### src/rtl/jtbubl_gfx_pkg.sv
`default_nettype none
// +----------------------------------------------------------------------+
// | jtbubl_gfx_pkg                                                       |
// | Shared types for the graphics ROM arbiter: FSM states, client ids.   |
// | Rev 1.0                                                              |
// +----------------------------------------------------------------------+
package jtbubl_gfx_pkg;

  typedef enum logic [1:0] {
    ST_IDLE  = 2'd0,
    ST_ISSUE = 2'd1,
    ST_WAIT  = 2'd2,
    ST_GAP   = 2'd3
  } romarb_state_t;

  localparam logic CLI_0 = 1'b0;
  localparam logic CLI_1 = 1'b1;
  localparam int   NCLI  = 2;

  // Both requesting: hand the slot to the client that did not win last time.
  function automatic logic rr_pick(input logic [1:0] req, input logic last);
    if (req == 2'b11) return ~last;
    return req[1] ? CLI_1 : CLI_0;
  endfunction

endpackage
`default_nettype wire

### src/rtl/jtbubl_romarb_tag.sv
`default_nettype none
// +----------------------------------------------------------------------+
// | jtbubl_romarb_tag                                                    |
// | Per-client last-word cache: valid bit, address tag, data, hit test.  |
// | Built only with JTBUBL_ROMARB_CACHE_EN.                              |
// | Rev 1.0                                                              |
// +----------------------------------------------------------------------+
`ifdef JTBUBL_ROMARB_CACHE_EN
module jtbubl_romarb_tag #(
  parameter int AW = 18,
  parameter int DW = 32
) (
  input  logic          rst,
  input  logic          clk,
  input  logic          wr,
  input  logic [AW-1:0] wr_addr,
  input  logic [DW-1:0] wr_data,
  input  logic [AW-1:0] rd_addr,
  output logic          hit,
  output logic [DW-1:0] data
);

  logic          r_valid;
  logic [AW-1:0] r_tag;
  logic [DW-1:0] r_data;

  always_ff @(posedge clk or posedge rst) begin
    if (rst) begin
      r_valid <= 1'b0;
      r_tag   <= '0;
      r_data  <= '0;
    end else if (wr) begin
      r_valid <= 1'b1;
      r_tag   <= wr_addr;
      r_data  <= wr_data;
    end
  end

  assign hit  = r_valid && (r_tag == rd_addr);
  assign data = r_data;

endmodule
`endif
`default_nettype wire

### src/rtl/jtbubl_gfx_romarb.sv
`default_nettype none
// +----------------------------------------------------------------------+
// | jtbubl_gfx_romarb                                                    |
// | Two-client round-robin arbiter for the 32-bit graphics ROM slot,     |
// | with stale-ok blanking and flush abort. Optional last-word cache     |
// | per client when JTBUBL_ROMARB_CACHE_EN is defined.                   |
// | Rev 1.0                                                              |
// +----------------------------------------------------------------------+
module jtbubl_gfx_romarb #(
  parameter int AW = 18,
  parameter int DW = 32
) (
  input  logic          rst,
  input  logic          clk,
  input  logic          flush,
  input  logic          c0_cs,
  input  logic [AW-1:0] c0_addr,
  output logic          c0_ok,
  output logic [DW-1:0] c0_data,
  input  logic          c1_cs,
  input  logic [AW-1:0] c1_addr,
  output logic          c1_ok,
  output logic [DW-1:0] c1_data,
  output logic          rom_cs,
  output logic [AW-1:0] rom_addr,
  input  logic [DW-1:0] rom_data,
  input  logic          rom_ok
);

  import jtbubl_gfx_pkg::*;

  romarb_state_t r_state, w_next;
  logic          r_gnt, r_last, w_pick;
  logic          w_issue, w_done, w_hit_go;
  logic [1:0]    w_req, w_hit, r_ok;
  logic          r_rom_cs;
  logic [AW-1:0] r_rom_addr;
  logic [AW-1:0] w_caddr [NCLI];
  logic [DW-1:0] w_data  [NCLI];

  assign w_req      = {c1_cs, c0_cs};
  assign w_caddr[0] = c0_addr;
  assign w_caddr[1] = c1_addr;

  always_comb begin
    w_next   = r_state;
    w_pick   = r_last;
    w_issue  = 1'b0;
    w_done   = 1'b0;
    w_hit_go = 1'b0;
    case (r_state)
      ST_IDLE: begin
        if (|w_hit) begin
          w_pick   = rr_pick(w_hit, r_last);
          w_hit_go = 1'b1;
          w_next   = ST_GAP;
        end else if (|w_req) begin
          w_pick  = rr_pick(w_req, r_last);
          w_issue = 1'b1;
          w_next  = ST_ISSUE;
        end
      end
      // rom_ok here may still belong to the previous address
      ST_ISSUE: w_next = ST_WAIT;
      ST_WAIT: begin
        if (rom_ok) begin
          w_done = 1'b1;
          w_next = ST_GAP;
        end
      end
      ST_GAP:  w_next = ST_IDLE;
      default: w_next = ST_IDLE;
    endcase
    if (flush) begin
      w_next   = ST_IDLE;
      w_issue  = 1'b0;
      w_done   = 1'b0;
      w_hit_go = 1'b0;
    end
  end

  always_ff @(posedge clk or posedge rst) begin
    if (rst) begin
      r_state    <= ST_IDLE;
      r_rom_cs   <= 1'b0;
      r_rom_addr <= '0;
      r_gnt      <= CLI_0;
      r_last     <= CLI_1;
      r_ok       <= '0;
    end else begin
      r_state  <= w_next;
      r_rom_cs <= (w_next == ST_ISSUE) || (w_next == ST_WAIT);
      r_ok     <= '0;
      if (w_issue) begin
        r_gnt      <= w_pick;
        r_rom_addr <= w_caddr[w_pick];
      end
      if (w_done) begin
        r_ok[r_gnt] <= 1'b1;
        r_last      <= r_gnt;
      end
      if (w_hit_go) r_ok[w_pick] <= 1'b1;
    end
  end

`ifdef JTBUBL_ROMARB_CACHE_EN
  logic [1:0] w_tag_hit;

  for (genvar gi = 0; gi < NCLI; gi++) begin : g_tag
    jtbubl_romarb_tag #(
      .AW (AW),
      .DW (DW)
    ) u_tag (
      .rst     (rst),
      .clk     (clk),
      .wr      (w_done && (r_gnt == 1'(gi))),
      .wr_addr (r_rom_addr),
      .wr_data (rom_data),
      .rd_addr (w_caddr[gi]),
      .hit     (w_tag_hit[gi]),
      .data    (w_data[gi])
    );
  end

  assign w_hit = w_tag_hit & w_req;
`else
  logic [DW-1:0] r_data [NCLI];

  always_ff @(posedge clk or posedge rst) begin
    if (rst) begin
      r_data[0] <= '0;
      r_data[1] <= '0;
    end else if (w_done) begin
      r_data[r_gnt] <= rom_data;
    end
  end

  assign w_data[0] = r_data[0];
  assign w_data[1] = r_data[1];
  assign w_hit     = 2'b00;
`endif

  assign c0_ok    = r_ok[0];
  assign c1_ok    = r_ok[1];
  assign c0_data  = w_data[0];
  assign c1_data  = w_data[1];
  assign rom_cs   = r_rom_cs;
  assign rom_addr = r_rom_addr;

endmodule
`default_nettype wire

### config.mk
export PLATFORM = sky130hd
export DESIGN_NAME = jtbubl_gfx_romarb
export DESIGN_NICKNAME = d
export VERILOG_FILES = /design/src/rtl/jtbubl_gfx_pkg.sv /design/src/rtl/jtbubl_romarb_tag.sv /design/src/rtl/jtbubl_gfx_romarb.sv
export SDC_FILE = /design/constraint.sdc
export NUM_CORES = 1
export LEC_CHECK = 0
export ABC_AREA = 1
export CAP_MARGIN = 20
export CELL_PAD_IN_SITES_DETAIL_PLACEMENT = 2
export CELL_PAD_IN_SITES_GLOBAL_PLACEMENT = 2
export CORE_MARGIN = 4
export CORE_UTILIZATION = 24
export CTS_CLUSTER_DIAMETER = 60
export DETAILED_ROUTE_END_ITERATION = 8
export PLACE_DENSITY = 0.77
export SETUP_SLACK_MARGIN = 0.05
export SLEW_MARGIN = 40
export SYNTH_ARGS = -nofsm -noshare
export SYNTH_HDL_FRONTEND = slang
export SYNTH_SLANG_ARGS = --single-unit
### constraint.sdc
create_clock -name clk -period 3.5 [get_ports clk]
set_input_delay 0.7 -clock clk [delete_from_list [all_inputs] [get_ports clk]]
set_output_delay 0.7 -clock clk [all_outputs]
set_load 0.02 [all_outputs]
==> results of run 1 <==
[registers in the layout, summed over array words and instances (netlist names)]
register and count:
c0_data 32, c1_data 32, rom_addr 18, r_ok 2
r_state 2, r_gnt 1, r_last 1, rom_cs 1
[worst register-to-register path: cells and delay by family (launching register included)]
kind	cells	cell delay, ns
DFF	1	0.68
buffers and inverters	2	0.69
and+or+nand+nor	3	0.49
[synth_stat cells]
| master | number | area [µm²] |
|---|---|---|
| sky130_fd_sc_hd__nand2_1 | 169 | 634 |
| sky130_fd_sc_hd__dfrtp_1 | 88 | 2200 |
| sky130_fd_sc_hd__nand3_1 | 56 | 280 |
| sky130_fd_sc_hd__o21ai_0 | 41 | 205 |
| sky130_fd_sc_hd__inv_1 | 40 | 150 |
| sky130_fd_sc_hd__o21ai_1 | 25 | 125 |
| sky130_fd_sc_hd__buf_4 | 11 | 82.6 |
| sky130_fd_sc_hd__clkbuf_1 | 8 | 30.0 |
| sky130_fd_sc_hd__buf_6 | 6 | 67.6 |
| sky130_fd_sc_hd__nor2_4 | 3 | 33.8 |
| sky130_fd_sc_hd__buf_2 | 2 | 10.0 |
| sky130_fd_sc_hd__inv_2 | 2 | 7.51 |
| sky130_fd_sc_hd__nand2_2 | 2 | 12.5 |
| sky130_fd_sc_hd__nand3_2 | 2 | 20.0 |
| sky130_fd_sc_hd__nor2_1 | 2 | 7.51 |
| sky130_fd_sc_hd__a21oi_1 | 1 | 5.00 |
| sky130_fd_sc_hd__dfstp_2 | 1 | 26.3 |
| sky130_fd_sc_hd__nand3_4 | 1 | 17.5 |
| sky130_fd_sc_hd__nor2_2 | 1 | 6.26 |
| sky130_fd_sc_hd__nor3_2 | 1 | 10.0 |
[worst max path at each step]
stage	from	to	slack (ns)	cells after the start
CTS	flush	c0_data[14]	1.24	7
global route	flush	c0_data[23]	1.09	7
global placement	flush	c0_data[24]	0.98	7
finish	flush	c0_data[14]	1.25	7
floorplan	rst	c0_data[0]	0.49	1
detailed placement	flush	c0_data[1]	0.89	7
[stage by stage]
stage               cells  setup slack (ns)  power [W]  hold WS, ns
floorplan             462             0.495    0.00276        0.536
global placement      816             0.980    0.00390        0.463
detailed placement    816             0.885    0.00398        0.468
CTS                   831              1.24    0.00510        0.485
global route          831              1.09    0.00534        0.515
finish                831              1.25    0.00500        0.483
[logic make-up (layout without fill, tap and decap cells)]
family                 count (synthesis)  after routing  share of synthesized area [%]
buffers and inverters                 69            222                           8.84
and+or+nand+nor                      237            237                           26.0
AOI/OAI and AO/OA                     67             67                           8.52
DFF                                   89             89                           56.6
[area by class of cell]
cell class	instances	share of cell area, %
flip-flops and latches	89	37.2
multi-input cells	304	22.7
inverters	42	2.67
clock inverters	2	1.00
clock buffers	13	4.51
repair buffers	165	27.5
well taps	216	4.51
[power groups by stage]
stage / registers (W) / clock network (W) / logic, W
finish: 0.00173 / 0.00108 / 0.00220
global route: 0.00179 / 0.00116 / 0.00239
CTS: 0.00174 / 0.00111 / 0.00224
detailed placement: 0.00174 / 0 / 0.00224
global placement: 0.00174 / 0 / 0.00216
floorplan: 0.00216 / 0 / 0.000595
[layer usage]
metal / part of all wire, % / vias to the layer above / global-route usage, % / wire (µm)
met3: 7.3 / 12 / 5.44 / 1070
met2: 50 / 105 / 28.7 / 7330
met4: 1.3 / 0 / 5.04 / 193
met5: 0 / - / 0 / 0
li1: - / 1758 / - / -
met1: 41 / 1857 / 19.1 / 6090
==> PnR_summary.wiki, run 1 <==
{| class="wikitable"
! Metric !! Value
|-
| Cell type of the slowest stage on the worst timing path || sky130_fd_sc_hd__clkdlybuf4s50_1
|-
| Sequential group share of total power || 34.5%
|-
| Filler cell count in the final layout || 1811
|-
| Chip width || 136 µm
|-
| Worst clock skew || 0.00392 ns
|-
| Max-capacitance violation count || 0
|-
| Share of post-route cells with drive strength above 1 || 5.69%
|-
| Post-route antenna net violation count || 0
|-
| Critical R2R Launch || r_gnt
|-
| Post-Syn Nets || 536
|-
| Classification of the worst setup path || in -> reg
|-
| Clk Latency, worst-skew pair || 0.34 ns
|-
| RePlAce Congestion || 0.764
|-
| Number of vias per cell after detailed routing || 4.49
|-
| CP dominant cell by count || sky130_fd_sc_hd__nand2_1
|-
| Multi-input combinational cell area || 1360 µm²
|-
| Worst VDD drop || 0.280 mV
|-
| Kind of launch point of the worst setup path || input pin
|-
| Worst path required time || 3.78 ns
|-
| Sort of element at the end of the critical path || register
|-
| Fraction of power spent switching nets || 38.6%
|-
| Worst r2r dst || c1_data[12]
|-
| Ordered cell list for the critical path || clkdlybuf4s50_1 > nor2_2 > nand3_4 > nor2_4 > buf_4 > nand2_1 > nand2_1
|-
| Wire length of the first global-routing pass || 23.7 mm
|-
| Final min period || 2.25 ns
|-
| DR iter-0 viols || 97
|-
| Leakage Power || 2.89 nW
|-
| Total global-route track usage || 16.4%
|-
| Clock tree from TritonCTS || yes
|-
| Internal || 0.00308 W
|-
| CTS Buf Count || 9
|-
| Hold path endpoint || rom_addr[10]
|-
| Most used cells in the layout excluding fill and tap cells || sky130_fd_sc_hd__nand2_1, sky130_fd_sc_hd__clkdlybuf4s50_1, sky130_fd_sc_hd__dfrtp_1
|-
| Clock transition time at the flip-flop clock pins of the worst setup and hold paths || 0.06 ns
|-
| Run status || complete, no violations
|-
| Final cycle utilization of the critical path || 64.4%
|-
| Deepest level of the CTS H-tree || 3
|-
| Leading cell type in the layout, fill and taps excluded || sky130_fd_sc_hd__nand2_1
|-
| Clock group share of total power || 21.6%
|-
| IO Pins || 159
|-
| Residual DRC count || 0
|-
| Flop2flop setup slack || 1.59 ns
|-
| Overflow left after global routing || 0
|-
| Worst Hold Launch || rom_addr[10]
|-
| Largest incremental delay on the critical path || 0.47 ns
|-
| CTS-repair resized insts || 0
|-
| Largest net degree at the start of global routing || 46
|-
| DIE HEIGHT || 136 µm
|-
| Number of buffers inserted by post-CTS setup repair || 0
|-
| Combinational fraction of design power || 43.9%
|-
| Area growth, synth to finish || 52.4%
|-
| Power density over the cells || 835 nW/µm²
|-
| Sequential share of the synthesized area || 56.6%
|-
| Cell Rows || 46
|-
| Syn. warnings || 0
|-
| Per-cell routed wire length || 17.7 µm
|-
| Peak fanout along the critical path || 37
|-
| Initial antenna violation count || 0
|-
| Final hold violations || 0
|-
| HPWL Detailed || 10.8 mm
|-
| Final wirelength || 14.7 mm
|-
| CTS Root Cell || sky130_fd_sc_hd__clkbuf_16
|-
| Top delay family on crit path || simple AND/OR/NAND/NOR gates
|-
| Hold buffer count at cts || 0
|-
| Avg Cell Area, Syn || 8.51 µm²
|-
| Antenna diodes || 0
|-
| Sequential cell area || 2230 µm²
|-
| Net switching power || 0.00193 W
|-
| Post-synthesis sequential element count || 89
|-
| Overall die area || 18500 µm²
|-
| First-pass detailed-route iteration total || 4
|-
| RSZ-0062 raised after global routing || no
|-
| Synth Cell Area || 3930 µm²
|-
| Count of buffers inserted at the top-level ports || 158
|-
| Final setup violation count || 0
|-
| Placed instance area || 5660 µm²
|-
| Post-synthesis cell count || 462
|-
| TritonCTS sink count || 89
|-
| Util after Layout || 37.5%
|-
| Via count || 3732
|-
| Logic depth of the worst register-to-register path || 5
|-
| Clock Path Buffers || 2
|-
| Non-Filler Cell Area, Final || 5990 µm²
|-
| Starting utilization of the core area || 24.6%
|-
| Peak Freq || 444 MHz
|-
| Type of the worst min-delay path || reg -> reg
|-
| Arrival time of data at the critical path endpoint || 2.53 ns
|-
| Max-slew headroom || 49.4%
|-
| Max Slew Vio Count || 0
|-
| Synth unique cells || 20
|-
| Slew @ Worst Pin || 0.757 ns
|-
| Instance count along the most critical hold path || 2
|-
| Final #Nets || 685
|-
| Buffers and inverters on the worst path || 2
|-
| Vias in the first global route || 4346
|-
| Core box area || 16000 µm²
|-
| Setup TNS after final layout || 0 ns
|}
Power figures use the tool's default switching activity.
==> run 2, diff against run 1 <==
clock period = 2.35 ns   (was 3.5 ns; I/O delays follow)
==> PnR_summary.wiki, run 2 (synthesized netlist as in run 1, its figures left out) <==
{| class="wikitable"
! Metric !! Value
|-
| Non-Filler Cell Area, Final || 5990 µm²
|-
| Starting utilization of the core area || 24.6%
|-
| Most used cells in the layout excluding fill and tap cells || sky130_fd_sc_hd__nand2_1, sky130_fd_sc_hd__clkdlybuf4s50_1, sky130_fd_sc_hd__dfrtp_1
|-
| Post-layout power || 0.00720 W
|-
| TritonCTS sink count || 89
|-
| Cell count after placement || 822
|-
| Via count || 3709
|-
| Placed instance area || 5720 µm²
|-
| Largest net degree at the start of global routing || 50
|-
| Sum of met3 wire segment lengths after detailed routing || 1.11 mm
|-
| Net switching power || 0.00287 W
|-
| Arrival time of data at the critical path endpoint || 1.36 ns
|-
| Clock group share of total power || 18.6%
|-
| Ordered cell list for the critical path || clkdlybuf4s50_1
|-
| Run status || complete, no violations
|-
| Chip width || 136 µm
|-
| DIE HEIGHT || 136 µm
|-
| Peak fanout along the critical path || 2
|-
| Final setup violation count || 0
|-
| Clock transition time at the flip-flop clock pins of the worst setup and hold paths || 0.06 ns
|-
| Antenna diodes || 0
|-
| RePlAce Congestion || 0.787
|-
| DR iter-0 viols || 95
|-
| Type of the worst min-delay path || in -> async
|-
| Number of vias per cell after detailed routing || 4.43
|-
| Leading cell type in the layout, fill and taps excluded || sky130_fd_sc_hd__nand2_1
|-
| CTS Buf Count || 9
|-
| Combinational fraction of design power || 45.8%
|-
| Kind of launch point of the worst setup path || register
|-
| Sort of element at the end of the critical path || primary output
|-
| Internal || 0.00433 W
|-
| Overflow left after global routing || 0
|-
| Post-route antenna net violation count || 0
|-
| Total global-route track usage || 16.2%
|-
| Met2 routed WL || 7.36 mm
|-
| CTS Root Cell || sky130_fd_sc_hd__clkbuf_16
|-
| Deepest level of the CTS H-tree || 3
|-
| Filler cell count in the final layout || 1797
|-
| Classification of the worst setup path || reg -> out
|-
| Top delay family on crit path || buffers and inverters
|-
| First-pass detailed-route iteration total || 4
|-
| Top layer used by detailed routing || met4
|-
| Final hold violations || 0
|-
| Final #Nets || 691
|-
| Initial antenna violation count || 0
|-
| HPWL Detailed || 10.9 mm
|-
| Max Slew Vio Count || 0
|-
| Clock tree from TritonCTS || yes
|-
| Cell Rows || 46
|-
| Residual DRC count || 0
|-
| Worst path required time || 1.88 ns
|-
| Setup TNS after final layout || 0 ns
|-
| Slew @ Worst Pin || 0.515 ns
|-
| CTS-repair resized insts || 0
|-
| Post-place setup slack || 0.277 ns
|-
| Power density over the cells || 1200 nW/µm²
|-
| Final min period || 1.83 ns
|-
| Count of buffers inserted at the top-level ports || 158
|-
| Final Non-Filler Cells || 838
|-
| Final cycle utilization of the critical path || 77.8%
|-
| Vias in the first global route || 4378
|-
| Wire length of the first global-routing pass || 23.5 mm
|-
| Buffers and inverters on the worst path || 1
|-
| Overall die area || 18500 µm²
|-
| IO Pins || 159
|-
| Core box area || 16000 µm²
|-
| Clock Path Buffers || 2
|-
| Per-cell routed wire length || 17.3 µm
|-
| Clk Latency, worst-skew pair || 0.35 ns
|-
| Area growth, synth to finish || 52.3%
|-
| Worst VDD drop || 0.466 mV
|-
| RSZ-0062 raised after global routing || no
|-
| Sequential group share of total power || 35.6%
|-
| Largest incremental delay on the critical path || 0.66 ns
|-
| Peak Freq || 547 MHz
|-
| Leakage Power || 2.89 nW
|-
| Final worst setup slack || 0.521 ns
|-
| Max-capacitance violation count || 0
|-
| Cell type of the slowest stage on the worst timing path || sky130_fd_sc_hd__clkdlybuf4s50_1
|-
| Fraction of power spent switching nets || 39.9%
|-
| Number of buffers inserted by post-CTS setup repair || 0
|-
| Max-slew headroom || 65.7%
|-
| Hold buffer count at cts || 0
|-
| Final wirelength || 14.5 mm
|-
| Worst clock skew || 0.00607 ns
|-
| Flop2flop setup slack || 0.64 ns
|-
| Share of post-route cells with drive strength above 1 || 6.43%
|-
| Routed length on met1 || 5.87 mm
|}
==> run 2: changes by cell type in the layout (fill, tap and decap cells not counted), sizes merged <==
cell	change
inv	-1
buf	+6
bufinv	-2
clkinv	+2
clkinvlp	+2
==> run 2: worst paths after layout <==
check | from | cells past startpoint | to
hold / removal | rst | 2 | r_state[1]
min in group clk | c0_data[1] | 2 | c0_data[1]
hold reg to reg | c0_data[1] | 2 | c0_data[1]
setup reg to reg | r_gnt | 5 | c1_data[23]
setup / recovery | c0_data[30] | 1 | c0_data[30]
max in group asynchronous | rst | 3 | r_last
==> run 2: cell type report <==
cell class	count	area, µm²	area share [%]
repair buffers	171	1700	28.5
flip-flops and latches	89	2230	37.2
clock buffers	13	250	4.18
multi-input cells	304	1360	22.7
inverters	42	161	2.69
clock inverters	3	17.5	0.292
well taps	216	270	4.51
==> run 2: stage by stage <==
step / hold WS [ns] / utilization [%]
5_1_grt: 0.410 / 37.4
3_5_place_dp: 0.478 / 35.8
4_1_cts: 0.396 / 37.4
6_report: 0.400 / 37.4
2_1_floorplan: 0.536 / -
3_3_place_gp: 0.462 / 35.8
==> run 2: power by group through the flow <==
| stage | sequential (W) | clock [W] | combinational (W) |
|---|---|---|---|
| 3_3_place_gp | 0.00257 | 0 | 0.00325 |
| 2_1_floorplan | 0.00322 | 0 | 0.000887 |
| 3_5_place_dp | 0.00259 | 0 | 0.00335 |
| 4_1_cts | 0.00258 | 0.00139 | 0.00337 |
| 5_1_grt | 0.00265 | 0.00143 | 0.00359 |
| 6_report | 0.00256 | 0.00134 | 0.00330 |
==> run 2: metal layers <==
| layer | global-route usage (%) | vias to the layer above |
|---|---|---|
| met5 | 0 | - |
| met4 | 4.87 | 0 |
| met3 | 5.18 | 13 |
| met2 | 29.1 | 106 |
| met1 | 18.4 | 1820 |
| li1 | - | 1770 |
==> run 3, diff against run 2 <==
clock period = 1.85 ns   (was 2.35 ns; I/O delays follow)
==> PnR_summary.wiki, run 3 (synthesized netlist as in run 1, its figures left out) <==
{| class="wikitable"
! Metric !! Value
|-
| Run status || complete, no violations
|-
| RSZ-0062 raised after global routing || no
|-
| Fraction of power spent switching nets || 39.3%
|-
| Fraction of met2 tracks used by global routing || 29.3%
|-
| Top delay family on crit path || buffers and inverters
|-
| Buffers and inverters on the worst path || 1
|-
| Worst r2r dst || r_gnt
|-
| Classification of the worst setup path || reg -> out
|-
| Number of buffers inserted by post-CTS setup repair || 0
|-
| Final #Nets || 696
|-
| Worst VDD drop || 0.521 mV
|-
| Global-route track usage on met3 || 5.07%
|-
| Share of post-route cells with drive strength above 1 || 7.18%
|-
| Clock transition time at the flip-flop clock pins of the worst setup and hold paths || 0.07 ns
|-
| Cell type of the slowest stage on the worst timing path || sky130_fd_sc_hd__clkdlybuf4s50_1
|-
| Post-layout power || 0.00936 W
|-
| Arrival time of data at the critical path endpoint || 1.36 ns
|-
| Sequential group share of total power || 34.3%
|-
| HPWL Detailed || 11.1 mm
|-
| Cell Rows || 46
|-
| Kind of launch point of the worst setup path || register
|-
| Max-capacitance violation count || 0
|-
| Count of buffers inserted at the top-level ports || 158
|-
| Worst clock skew || 0.00482 ns
|-
| Leading cell type in the layout, fill and taps excluded || sky130_fd_sc_hd__nand2_1
|-
| CTS Buf Count || 9
|-
| Residual DRC count || 0
|-
| DR iter-0 viols || 127
|-
| Clock Path Buffers || 2
|-
| Largest net degree at the start of global routing || 48
|-
| RePlAce Congestion || 0.806
|-
| Ordered cell list for the critical path || clkdlybuf4s50_1
|-
| Wire length of the first global-routing pass || 24.0 mm
|-
| Critical R2R Launch || r_state[1]
|-
| Deepest level of the CTS H-tree || 3
|-
| Peak Freq || 579 MHz
|-
| Area growth, synth to finish || 55.1%
|-
| Hold buffer count at cts || 0
|-
| Max-slew headroom || 73.2%
|-
| Worst path required time || 1.48 ns
|-
| Final min period || 1.73 ns
|-
| Total global-route track usage || 16.5%
|-
| CTS-repair resized insts || 0
|-
| Combinational fraction of design power || 46.0%
|-
| Final wirelength || 14.7 mm
|-
| Sort of element at the end of the critical path || primary output
|-
| Flop2flop setup slack || 0.36 ns
|-
| IO Pins || 159
|-
| Largest incremental delay on the critical path || 0.67 ns
|-
| Most used cells in the layout excluding fill and tap cells || sky130_fd_sc_hd__nand2_1, sky130_fd_sc_hd__clkdlybuf4s50_1, sky130_fd_sc_hd__dfrtp_1
|-
| Cell count after placement || 827
|-
| GR peak layer || met2
|-
| Slew @ Worst Pin || 0.401 ns
|-
| Final cycle utilization of the critical path || 93.3%
|-
| First-pass detailed-route iteration total || 4
|-
| Overall die area || 18500 µm²
|-
| Clock group share of total power || 19.7%
|-
| Initial antenna violation count || 0
|-
| Setup TNS after final layout || 0 ns
|-
| Max Slew Vio Count || 0
|-
| Vias in the first global route || 4375
|-
| Final hold violations || 0
|-
| Clk Latency, worst-skew pair || 0.35 ns
|-
| Chip width || 136 µm
|-
| Power density over the cells || 1530 nW/µm²
|-
| Global-route met1 utilization || 19.0%
|-
| Via count || 3764
|-
| Post-route antenna net violation count || 0
|-
| Peak fanout along the critical path || 2
|-
| Antenna diodes || 0
|-
| DIE HEIGHT || 136 µm
|-
| CTS Root Cell || sky130_fd_sc_hd__clkbuf_16
|-
| Internal || 0.00568 W
|-
| Final setup violation count || 0
|-
| Type of the worst min-delay path || in -> async
|-
| Worst-case hold slack || 0.375 ns
|-
| Overflow left after global routing || 0
|-
| Leakage Power || 2.94 nW
|-
| Logic depth of the worst register-to-register path || 4
|-
| TritonCTS sink count || 89
|-
| Clock tree from TritonCTS || yes
|-
| Core box area || 16000 µm²
|-
| Starting utilization of the core area || 24.6%
|-
| Final Non-Filler Cells || 843
|-
| Number of vias per cell after detailed routing || 4.47
|-
| Filler cell count in the final layout || 1806
|-
| Net switching power || 0.00367 W
|-
| Per-cell routed wire length || 17.5 µm
|}
## run 3: cell types whose count changed in the layout (fill, tap and decap cells not counted), sizes merged
| cell | previous run | this run |
|---|---|---|
| buf | 13 | 18 |
| clkinvlp | 2 | 1 |
| bufinv | 0 | 1 |
## run 3: final cells by class
class / count / area [µm²] / share of cell area, %
flip-flops and latches: 89 / 2230 / 36.5
multi-input cells: 304 / 1360 / 22.3
clock buffers: 13 / 250 / 4.10
repair buffers: 176 / 1790 / 29.4
inverters: 42 / 161 / 2.65
clock inverters: 3 / 40.0 / 0.656
well taps: 216 / 270 / 4.43
## run 3: power groups by stage
stage / logic (W) / clock network, W / registers [W]
global placement: 0.00421 / 0 / 0.00322
CTS: 0.00440 / 0.00190 / 0.00323
global route: 0.00470 / 0.00197 / 0.00332
floorplan: 0.00113 / 0 / 0.00409
finish: 0.00430 / 0.00185 / 0.00321
detailed placement: 0.00437 / 0 / 0.00324
## run 3: how the worst max path moves through the flow
stage | start | slack [ns] | cells past startpoint | to
CTS | c0_data[18] | 0.10 | 1 | c0_data[18]
global route | c0_data[18] | 0.08 | 1 | c0_data[18]
finish | c1_data[1] | 0.12 | 1 | c1_data[1]
global placement | flush | 0.13 | 6 | c0_data[21]
floorplan | rst | 0.45 | 1 | c0_data[0]
detailed placement | flush | 0.03 | 6 | c0_data[21]
## run 3: stage by stage
stage	worst slack, ns	area (µm²)	util, %
global route	0.0787	6100	38.1
floorplan	0.445	3940	-
detailed placement	0.0265	5810	36.3
finish	0.124	6100	38.1
CTS	0.104	6100	38.1
global placement	0.125	5810	36.3
## run 3: metal layers
metal	routed length, µm	vias up
met4	198	0
met1	6030	1856
met5	0	-
li1	-	1787
met3	1080	13
met2	7430	108
